## src/rtl/fa_serial_nbit.sv

```systemverilog
// fa_serial_nbit -- bit-serial adder. Adds two WIDTH-bit operands one bit
// per clock, LSB first, through a single full-adder cell.
//
// Optional feature macro: FA_SERIAL_SUB_EN
//   When defined, adds input 'sub'. With sub=1 the block captures ~b and
//   forces the carry-in to 1 (cin ignored), producing a - b mod 2^WIDTH with
//   cout=1 meaning "no borrow". With sub=0 it behaves as a plain adder.
//
// Parameters
//   WIDTH  operand width in bits (2..64)
//
// Ports
//   clk    single clock, rising edge
//   rst_n  asynchronous active-low reset
//   start  begin an addition (sampled only in IDLE)
//   sub    subtract select (FA_SERIAL_SUB_EN builds only)
//   a, b   operands
//   cin    carry-in
//   busy   high while in RUN or DONE
//   done   one-cycle completion pulse
//   sum    registered result, updated only on entry to DONE
//   cout   registered carry-out, updated only on entry to DONE
//
// Timing: start sampled at edge k -> WIDTH bit-edges (k+1..k+WIDTH) ->
// result copied at edge k+WIDTH+1 -> done high until edge k+WIDTH+2.

module fa_serial_nbit #(
  parameter int unsigned WIDTH = 8
) (
  input  logic             clk,
  input  logic             rst_n,
  input  logic             start,
`ifdef FA_SERIAL_SUB_EN
  input  logic             sub,
`endif
  input  logic [WIDTH-1:0] a,
  input  logic [WIDTH-1:0] b,
  input  logic             cin,
  output logic             busy,
  output logic             done,
  output logic [WIDTH-1:0] sum,
  output logic             cout
);

  localparam int unsigned CW = $clog2(WIDTH + 1);
  localparam logic [CW-1:0] LAST = CW'(WIDTH);

  typedef enum logic [1:0] {
    IDLE,
    RUN,
    DONE
  } state_t;

  state_t           state;
  logic [WIDTH-1:0] sh_a;
  logic [WIDTH-1:0] sh_b;
  logic [WIDTH-1:0] res;
  logic             carry;
  logic [CW-1:0]    cnt;

  // Values loaded into the shift/carry registers when start is accepted.
  logic [WIDTH-1:0] b_load;
  logic             c_load;

`ifdef FA_SERIAL_SUB_EN
  always_comb begin
    b_load = b;
    c_load = cin;
    if (sub) begin
      b_load = ~b;
      c_load = 1'b1;
    end
  end
`else
  always_comb begin
    b_load = b;
    c_load = cin;
  end
`endif

  // Full-adder cell from two 2-to-4 one-hot decoders.
  // Stage 1 decodes {a,b}: codes 01/10 give the half-sum, code 11 the
  // generate term. Stage 2 decodes {half-sum,carry} the same way; the final
  // carry is generate OR the stage-2 "both set" code.
  logic [3:0] dec_ab;
  logic [3:0] dec_pc;
  logic       half_s;
  logic       gen;
  logic       bit_s;
  logic       bit_c;

  always_comb begin
    dec_ab = 4'b0001 << {sh_a[0], sh_b[0]};
    half_s = dec_ab[1] | dec_ab[2];
    gen    = dec_ab[3];
    dec_pc = 4'b0001 << {half_s, carry};
    bit_s  = dec_pc[1] | dec_pc[2];
    bit_c  = gen | dec_pc[3];
  end

  always_ff @(posedge clk or negedge rst_n) begin
    if (!rst_n) begin
      state <= IDLE;
      busy  <= 1'b0;
      done  <= 1'b0;
      sum   <= '0;
      cout  <= 1'b0;
      cnt   <= '0;
      carry <= 1'b0;
      sh_a  <= '0;
      sh_b  <= '0;
      res   <= '0;
    end else begin
      case (state)
        IDLE: begin
          if (start) begin
            sh_a  <= a;
            sh_b  <= b_load;
            carry <= c_load;
            cnt   <= '0;
            busy  <= 1'b1;
            state <= RUN;
          end
        end

        RUN: begin
          // The counter stops at WIDTH; that extra RUN edge publishes the
          // result, which is what places done at edge k+WIDTH+1.
          if (cnt == LAST) begin
            sum   <= res;
            cout  <= carry;
            done  <= 1'b1;
            state <= DONE;
          end else begin
            sh_a  <= sh_a >> 1;
            sh_b  <= sh_b >> 1;
            res   <= {bit_s, res[WIDTH-1:1]};
            carry <= bit_c;
            cnt   <= cnt + CW'(1);
          end
        end

        DONE: begin
          done  <= 1'b0;
          busy  <= 1'b0;
          state <= IDLE;
        end

        default: begin
          done  <= 1'b0;
          busy  <= 1'b0;
          state <= IDLE;
        end
      endcase
    end
  end

endmodule

```

## config.mk

```make
export PLATFORM = sky130hd
export DESIGN_NAME = fa_serial_nbit
export DESIGN_NICKNAME = d
export VERILOG_FILES = /design/src/rtl/fa_serial_nbit.sv
export SDC_FILE = /design/constraint.sdc
export NUM_CORES = 1
export LEC_CHECK = 0
export CORE_ASPECT_RATIO = 1.5
export CORE_MARGIN = 4
export CORE_UTILIZATION = 47
export DETAILED_ROUTE_END_ITERATION = 8
export PLACE_DENSITY = 0.8
export SYNTH_ARGS = -nofsm -noshare
export SYNTH_HDL_FRONTEND = slang
export SYNTH_SLANG_ARGS = --single-unit
```

## constraint.sdc

```tcl
create_clock -name clk -period 1.64 [get_ports clk]
set_clock_uncertainty 0.1 [all_clocks]
set_input_delay 0.328 -clock clk [delete_from_list [all_inputs] [get_ports clk]]
set_output_delay 0.328 -clock clk [all_outputs]
set_load 0.1 [all_outputs]
```

== Word level (Yosys, flattened, before mapping) ==
Index checks and enable logic that the tools add are counted.

* Register bits after elaboration: 42
* Input bits: 20
* Output and inout port bits: 11

* Add/sub/neg operators: 1
* Equal/unequal tests: 5
* Shift-type cells: 2
* Mux-type cells: 19
* Bitwise operators: 6
* Reductions and logical operators: 8

{| class="wikitable"
|+ Operator list
! cell !! count
|-
| $mux W8 || 4
|-
| $pmux W8 S2 || 2
|-
| $reduce_and A2 Y1 || 5
|-
| $mux W4 || 2
|-
| $pmux W4 S2 || 1
|-
| $shl A1 B2 Y4 const A || 2
|-
| $ne A2 B2 Y1 const B || 3
|-
| $pmux W1 S2 || 3
|-
| $add A4 B1 Y4 const B || 1
|-
| $eq A4 B4 Y1 const B || 1
|-
| $mux W1 || 4
|-
| $mux W2 || 2
|-
| $pmux W2 S2 || 1
|-
| $not A1 Y1 || 3
|-
| $or A1 B1 Y1 || 3
|-
| $reduce_and A3 Y1 || 1
|-
| $eq A2 B1 Y1 const B || 1
|-
| $logic_not A2 Y1 || 1
|-
| $reduce_bool A2 Y1 || 1
|}

== Depth between registers and ports, before layout ==
Gate-level depths: netlist of the first run.

* Depth in word-level cells: 6
* Mapped depth: 6
* Depth with buffers taken out: 5

== Least setup slack after synthesis of the first run ==
No wires, ideal clock.

* Path type: register to register
* From: reg cnt[0]
* To: reg sh_a[0]
* Arrival: 1.574 ns
* Data required time: 1.415 ns
* Slack: -0.159 ns
* Stages on the path, launching flop included: 7
* Buffers on the path: 1
* Clock period less this slack: 1.799 ns
* Path through: dfrtp_1 > inv_1 > ha_1 > and3b_1 > a211oi_2 > buf_4 > mux2_2

* Cells in the longest elaborated chain, start to end: 3

{| class="wikitable"
|+ RTL lines
! element !! line !! text
|-
| from (decl) || 59 || <nowiki>logic [CW-1:0] cnt;</nowiki>
|-
| from (signal assigned) || 139 || <nowiki>cnt <= cnt + CW'(1);</nowiki>
|-
| $eq A4 B4 Y1 || 129 || <nowiki>if (cnt == LAST) begin</nowiki>
|-
| $ne A2 B2 Y1 (no source line) || - ||
|-
| $reduce_and A3 Y1 (no source line) || - ||
|-
| to (signal assigned) || 135 || <nowiki>sh_a <= sh_a >> 1;</nowiki>
|-
| to (decl) || 55 || <nowiki>logic [WIDTH-1:0] sh_a;</nowiki>
|}

No other way between the ends.
A chain may end at the register's enable or synchronous reset.

== Worst setup path in the final report of the first run ==
* From: reg cnt[0]
* To: reg sh_b[0]

* Cells in the longest elaborated chain, start to end: 3

{| class="wikitable"
|+ RTL lines
! element !! line !! text
|-
| $eq A4 B4 Y1 || 129 ||
|-
| $ne A2 B2 Y1 (no source line) || - ||
|-
| $reduce_and A3 Y1 (no source line) || - ||
|-
| to (signal assigned) || 118 || <nowiki>sh_b <= b_load;</nowiki>
|-
| to (signal assigned) || 136 || <nowiki>sh_b <= sh_b >> 1;</nowiki>
|-
| to (decl) || 56 || <nowiki>logic [WIDTH-1:0] sh_b;</nowiki>
|}

No other way between the ends.

==> results of run 1 <==
## state kept, by name, summed over array words and instances (netlist names)
name	count
res	8
done	1
cnt	4
state	2
carry	1
cout	1
sum	8
busy	1
sh_a	8
sh_b	8
## layout by cell type, fill, tap and decap left out, drive strengths merged, types with 2 or more instances in the layout
cell type / netlist / layout
inv: 8 / 9
clkbuf: 0 / 5
nand2b: 3 / 3
buf: 6 / 37
nor2: 2 / 2
clkdlybuf4s50: 0 / 18
a21oi: 2 / 2
mux2: 47 / 47
ha: 2 / 2
nor3: 2 / 2
dfrtp: 42 / 42
mux2i: 3 / 3
nand2: 2 / 2
## stage by stage
| stage | hold slack, ns | setup slack, ns | instances | setup TNS (ns) | util, % |
|---|---|---|---|---|---|
| 2_1_floorplan | -0.06759 | -0.1044 | 131 | -1.559 | - |
| 3_3_place_gp | 0.3160 | -0.2959 | 216 | -5.214 | 65.17 |
| 3_5_place_dp | 0.3241 | -0.3177 | 216 | -6.044 | 65.17 |
| 4_1_cts | 0.4126 | -0.1497 | 230 | -3.285 | 70.90 |
| 5_1_grt | 0.4373 | -0.2354 | 232 | -6.395 | 72.11 |
| 6_report | 0.4145 | -0.1750 | 232 | -4.416 | 72.11 |
## cell families after synthesis
family / after synthesis / share of synthesized area, %
mux: 50 / 29.82
flops: 42 / 56.04
buf+inv: 14 / 4.269
simple gates: 14 / 4.337
compound gates: 8 / 3.136
fa+ha+maj: 3 / 2.401
## routing by layer
| layer | track usage (%) | vias up |
|---|---|---|
| li1 | - | 570 |
| met1 | 18.57 | 605 |
| met2 | 27.06 | 19 |
| met3 | 4.262 | 4 |
| met4 | 8.065 | 0 |
| met5 | 0 | - |
## worst max path at each step
stage / start / endpoint / slack (ns) / cells past startpoint
6_report: cnt[0] / sh_b[0] / -0.18 / 6
3_3_place_gp: start / sh_b[2] / -0.30 / 5
4_1_cts: cnt[0] / sh_a[3] / -0.15 / 6
3_5_place_dp: start / sh_b[5] / -0.32 / 5
2_1_floorplan: cnt[0] / sh_a[0] / -0.10 / 6
5_1_grt: cnt[0] / sh_a[3] / -0.24 / 6
## layout make-up
class / instances / share of cell area [%]
Timing Repair Buffer: 56 / 23.18
Tap cell: 43 / 1.990
Clock inverter: 3 / 1.620
Sequential cell: 42 / 38.87
Multi-Input combinational cell: 75 / 30.68
Clock buffer: 5 / 2.545
Inverter: 8 / 1.111
## repair_timing
action                                  in CTS  in global routing
buffers inserted                             5                  2
endpoints found under the setup margin      32                 37
pin swaps                                    0                  1
hold buffers                                 1                  0
gates resized for setup                     13                  7
endpoints found under the hold margin       42                  0
## worst max-delay path, stage by stage, from the launching register on
cell and delay (ns):
dfrtp_1 0.37, inv_2 0.06, ha_4 0.15, and3b_2 0.23
a211oi_4 0.24, buf_6 0.21, mux2_2 0.34
==> results.py, run 1 <==
metrics = {
    "finish": {
        "layout-drive-gt1-share_pct": 45.50,
        "fill_cells": 233,
        "nets": 211,
        "design_area_um2": 2704,
        "multi_input_area_um2": 829.5,
        "synthToLayoutAreaGrowth_pct": 44.16,
        "ff_latch_area_um2": 1051,
        "n_antenna_cell": 0,
    },
    "floorplanning": {
        "die_w_um": 59.58,
        "core_area_um2": 3750,
        "start_util_pct": 50.02,
        "std_cell_rows": 27,
        "pin_count": 31,
        "die-area_um2": 5086,
        "die_y_um": 85.37,
    },
    "critical_path": {
        "worst-setup-path-type": "reg -> reg",
        "r2r-start": "cnt[0]",
        "cp_data_arrival_time_ns": 1.90,
        "worstSetupStartpointType": "flip-flop",
        "r2r-end": "sh_b[0]",
        "ff2ff_setup_slack_ns": -0.18,
        "cp.required_ns": 1.72,
        "endpoint_kind": "flip-flop",
        "reg2reg_depth": 6,
        "crit_fanout": 11,
    },
    "sta": {
        "slew_headroom_pct": 65.24,
        "period_share_pct": 110.7,
        "tightest_slew_ns": 0.5215,
        "hold_violations": 0,
        "min_period_ns": 1.815,
        "rsz0062_at_grt": "true",
        "setup_viol": 37,
        "fin_ws_ns": -0.1750,
        "fmax_ghz": 0.5510,
        "slew_violations": 0,
    },
    "logic_synthesis": {
        "yosys.cell_count.top_type": "dfrtp_1",
        "synth_enable_flop_cells": 0,
        "avgSynthCellArea_um2": 14.32,
        "synth_ff_type": "dfrtp_1",
        "synth_nets": 154,
        "yosys.area.top_type_share_pct": 56.04,
        "synthesis.area_um2": 1876,
        "netlist_top_cells_area": "dfrtp_1, mux2_2, mux2_1",
        "ys_seq_elements": 42,
        "syn_inst": 131,
        "async_reset_ff_share_pct": 100.0,
        "yosys.area.top_type": "dfrtp_1",
        "synth_top_cells_by_count": "dfrtp_1, mux2_2, mux2_1, inv_1",
        "ys_warn_count": 0,
        "synth_cell_types": 26,
        "ys_seq_area_share_pct": 56.04,
    },
    "routing": {
        "firstDrtPassIters": 2,
        "met2WireLength_um": 2026,
        "drc": 0,
        "vias": 1198,
        "wire_per_inst_um": 15.80,
        "postRouteAntennaNets": 0,
        "met1_length_um": 1457,
        "dr_wl_met3_um": 129,
        "dr.first_iter.drc_count": 16,
        "dr.max_layer_used": "met4",
        "drt-total-wl_um": 3665,
        "post_drt_via_cell_ratio": 5.164,
    },
    "placement": {
        "port_buffers": 30,
        "gp_congestion": 0.6935,
        "placed_area_um2": 2444,
        "dp_hpwl_um": 2487,
    },
    "hold_path": {
        "hold_path_depth": 1,
        "holdCritPathClass": "reg -> reg",
        "min_to": "sh_b[4]",
        "min_from": "sh_b[4]",
    },
    "global_routing": {
        "grt_max_degree": 43,
        "grt_pass1_wl_um": 6106,
        "grtUsageTotal_pct": 16.20,
        "antenna_found_initial": 0,
        "gr-total-overflow": 0,
        "grt_pass1_vias": 1298,
    },
    "outcome": {
        "run_status": "finished, violations left",
        "violations": "setup timing",
    },
    "clock_network": {
        "cts.sinks": 42,
        "h-tree-depth": 2,
        "clk_latency_ns": 0.30,
        "cts-root-buf": "clkbuf_8",
        "cts_max_path_buffers": 2,
        "cts_tree": "done",
        "clk_pin_slew_ns": 0.08,
        "cts_made_buffers": 5,
    },
    "run": {
        "drv_cap": 0,
    },
}
Power of run 1 is not shown: default switching activity piles up to over one toggle a cycle in this logic, so the estimate is an artifact.
==> inputs of run 2 (changes only) <==
--- a/config.mk
+++ b/config.mk
@@ -10,6 +10,8 @@
 export CORE_UTILIZATION = 47
 export DETAILED_ROUTE_END_ITERATION = 8
 export PLACE_DENSITY = 0.8
+export SKIP_LAST_GASP = 1
+export SLEW_MARGIN = 30
 export SYNTH_ARGS = -nofsm -noshare
 export SYNTH_HDL_FRONTEND = slang
 export SYNTH_SLANG_ARGS = --single-unit
==> results.py, run 2 (synthesis results as in run 1) <==
metrics = {
    "outcome": {
        "run_status": "finished, violations left",
        "violations": "setup timing",
    },
    "floorplanning": {
        "die_y_um": 85.37,
        "die-area_um2": 5086,
        "pin_count": 31,
        "std_cell_rows": 27,
        "die_w_um": 59.58,
        "core_area_um2": 3750,
        "start_util_pct": 50.02,
    },
    "sta": {
        "setup_viol": 37,
        "fin_ws_ns": -0.1831,
        "period_share_pct": 111.2,
        "fmax_ghz": 0.5485,
        "tightest_slew_ns": 0.5215,
        "slew_headroom_pct": 65.23,
        "rsz0062_at_grt": "true",
        "hold_violations": 0,
        "slew_violations": 0,
        "min_period_ns": 1.823,
    },
    "clock_network": {
        "cts_tree": "done",
        "cts_made_buffers": 5,
        "clk_latency_ns": 0.30,
        "cts.sinks": 42,
        "clk_pin_slew_ns": 0.08,
        "cts_max_path_buffers": 2,
        "cts-root-buf": "clkbuf_8",
        "h-tree-depth": 2,
    },
    "critical_path": {
        "worstSetupStartpointType": "flip-flop",
        "worst-setup-path-type": "reg -> reg",
        "crit_path_cell_trace": "inv_2 > ha_4 > and3b_2 > a211oi_4 > buf_6 > mux2_1",
        "critical_path_buf_inv_count": 2,
        "crit_path_top_delay_cell": "dfrtp_1",
        "crit_fanout": 11,
        "cp_data_arrival_time_ns": 1.90,
        "critPathMaxStageDelay_ns": 0.37,
        "critPathTopFamily": "flip-flops",
        "endpoint_kind": "flip-flop",
        "cp.required_ns": 1.72,
    },
    "routing": {
        "dr_wl_met3_um": 137,
        "postRouteAntennaNets": 0,
        "drc": 0,
        "wire_per_inst_um": 15.73,
        "vias": 1210,
        "drt-total-wl_um": 3650,
        "met2WireLength_um": 2029,
        "dr.first_iter.drc_count": 15,
        "post_drt_via_cell_ratio": 5.216,
        "dr.max_layer_used": "met4",
        "met1_length_um": 1419,
        "firstDrtPassIters": 4,
    },
    "finish": {
        "nets": 211,
        "final_util_pct": 72.01,
        "synthToLayoutAreaGrowth_pct": 43.96,
        "fill_cells": 233,
        "n_antenna_cell": 0,
        "final_cell_mix": "dfrtp_1, mux2_2, buf_4, clkdlybuf4s50_1, mux2_1",
        "final_common_cell": "dfrtp_1",
        "layout-drive-gt1-share_pct": 44.97,
        "stdcell_count": 232,
    },
    "placement": {
        "gp_congestion": 0.6935,
        "place_inst": 216,
        "dp_hpwl_um": 2487,
        "port_buffers": 30,
    },
    "global_routing": {
        "grtUsageTotal_pct": 16.05,
        "antenna_found_initial": 0,
        "grt_max_degree": 43,
        "gr-total-overflow": 0,
        "grt_pass1_wl_um": 6037,
        "grt_pass1_vias": 1291,
    },
    "hold_path": {
        "holdCritPathClass": "reg -> reg",
    },
    "run": {
        "drv_cap": 0,
    },
}
==> run 2: per-stage QoR <==
step                hold WS [ns]  area [um2]  setup TNS, ns  setup slack, ns
detailed placement        0.3241        2444         -6.044          -0.3177
global placement          0.3160        2444         -5.214          -0.2959
global route              0.4385        2700         -6.362          -0.2393
CTS                       0.4126        2651         -3.290          -0.1497
finish                    0.4132        2700         -4.413          -0.1831
floorplan               -0.06759        1893         -1.559          -0.1044
==> run 2: cell type report <==
| cell class | instances | area [um2] | area share, % |
|---|---|---|---|
| clock buffers | 5 | 68.82 | 2.549 |
| clock inverters | 3 | 43.79 | 1.622 |
| inverters | 8 | 30.03 | 1.112 |
| multi-input cells | 75 | 818.3 | 30.31 |
| flip-flops and latches | 42 | 1051 | 38.92 |
| well taps | 43 | 53.80 | 1.993 |
| repair buffers | 56 | 634.4 | 23.49 |
==> run 2: what timing repair did <==
| item | in CTS | in global routing |
|---|---|---|
| gates resized for setup | 11 | 8 |
| hold endpoints to repair | 42 | 0 |
| endpoints found under the setup margin | 32 | 37 |
| hold buffers | 1 | 0 |
| buffers inserted | 5 | 2 |
==> run 2: final timing paths <==
| check | cells past startpoint | start | slack [ns] | end |
|---|---|---|---|---|
| min in group asynchronous | 3 | rst_n | 0.52 | sum[3] |
| max in group asynchronous | 3 | rst_n | 0.56 | busy |
| min | 1 | sh_b[4] | 0.41 | sh_b[4] |
| max reg2reg | 6 | cnt[0] | -0.18 | sh_b[3] |
| min reg2reg | 1 | sh_b[4] | 0.41 | sh_b[4] |
| max | 6 | cnt[0] | -0.18 | sh_b[3] |
==> run 2: layer usage <==
metal / vias to the layer above / GRT usage, %
met3: 5 / 4.262
li1: 571 / -
met2: 20 / 27.06
met4: 0 / 8.065
met5: - / 0
met1: 614 / 18.08
Power of run 2 is left out for the same reason.
==> inputs of run 3 (changes only) <==
--- a/config.mk
+++ b/config.mk
@@ -9,6 +9,7 @@
 export CORE_MARGIN = 4
 export CORE_UTILIZATION = 47
 export DETAILED_ROUTE_END_ITERATION = 8
+export HOLD_SLACK_MARGIN = 0.12
 export PLACE_DENSITY = 0.8
 export SKIP_LAST_GASP = 1
 export SLEW_MARGIN = 30
==> results of run 3 <==
Final layout, timing and power as in run 2 (identical DEF).
Power of run 3 is left out for the same reason.
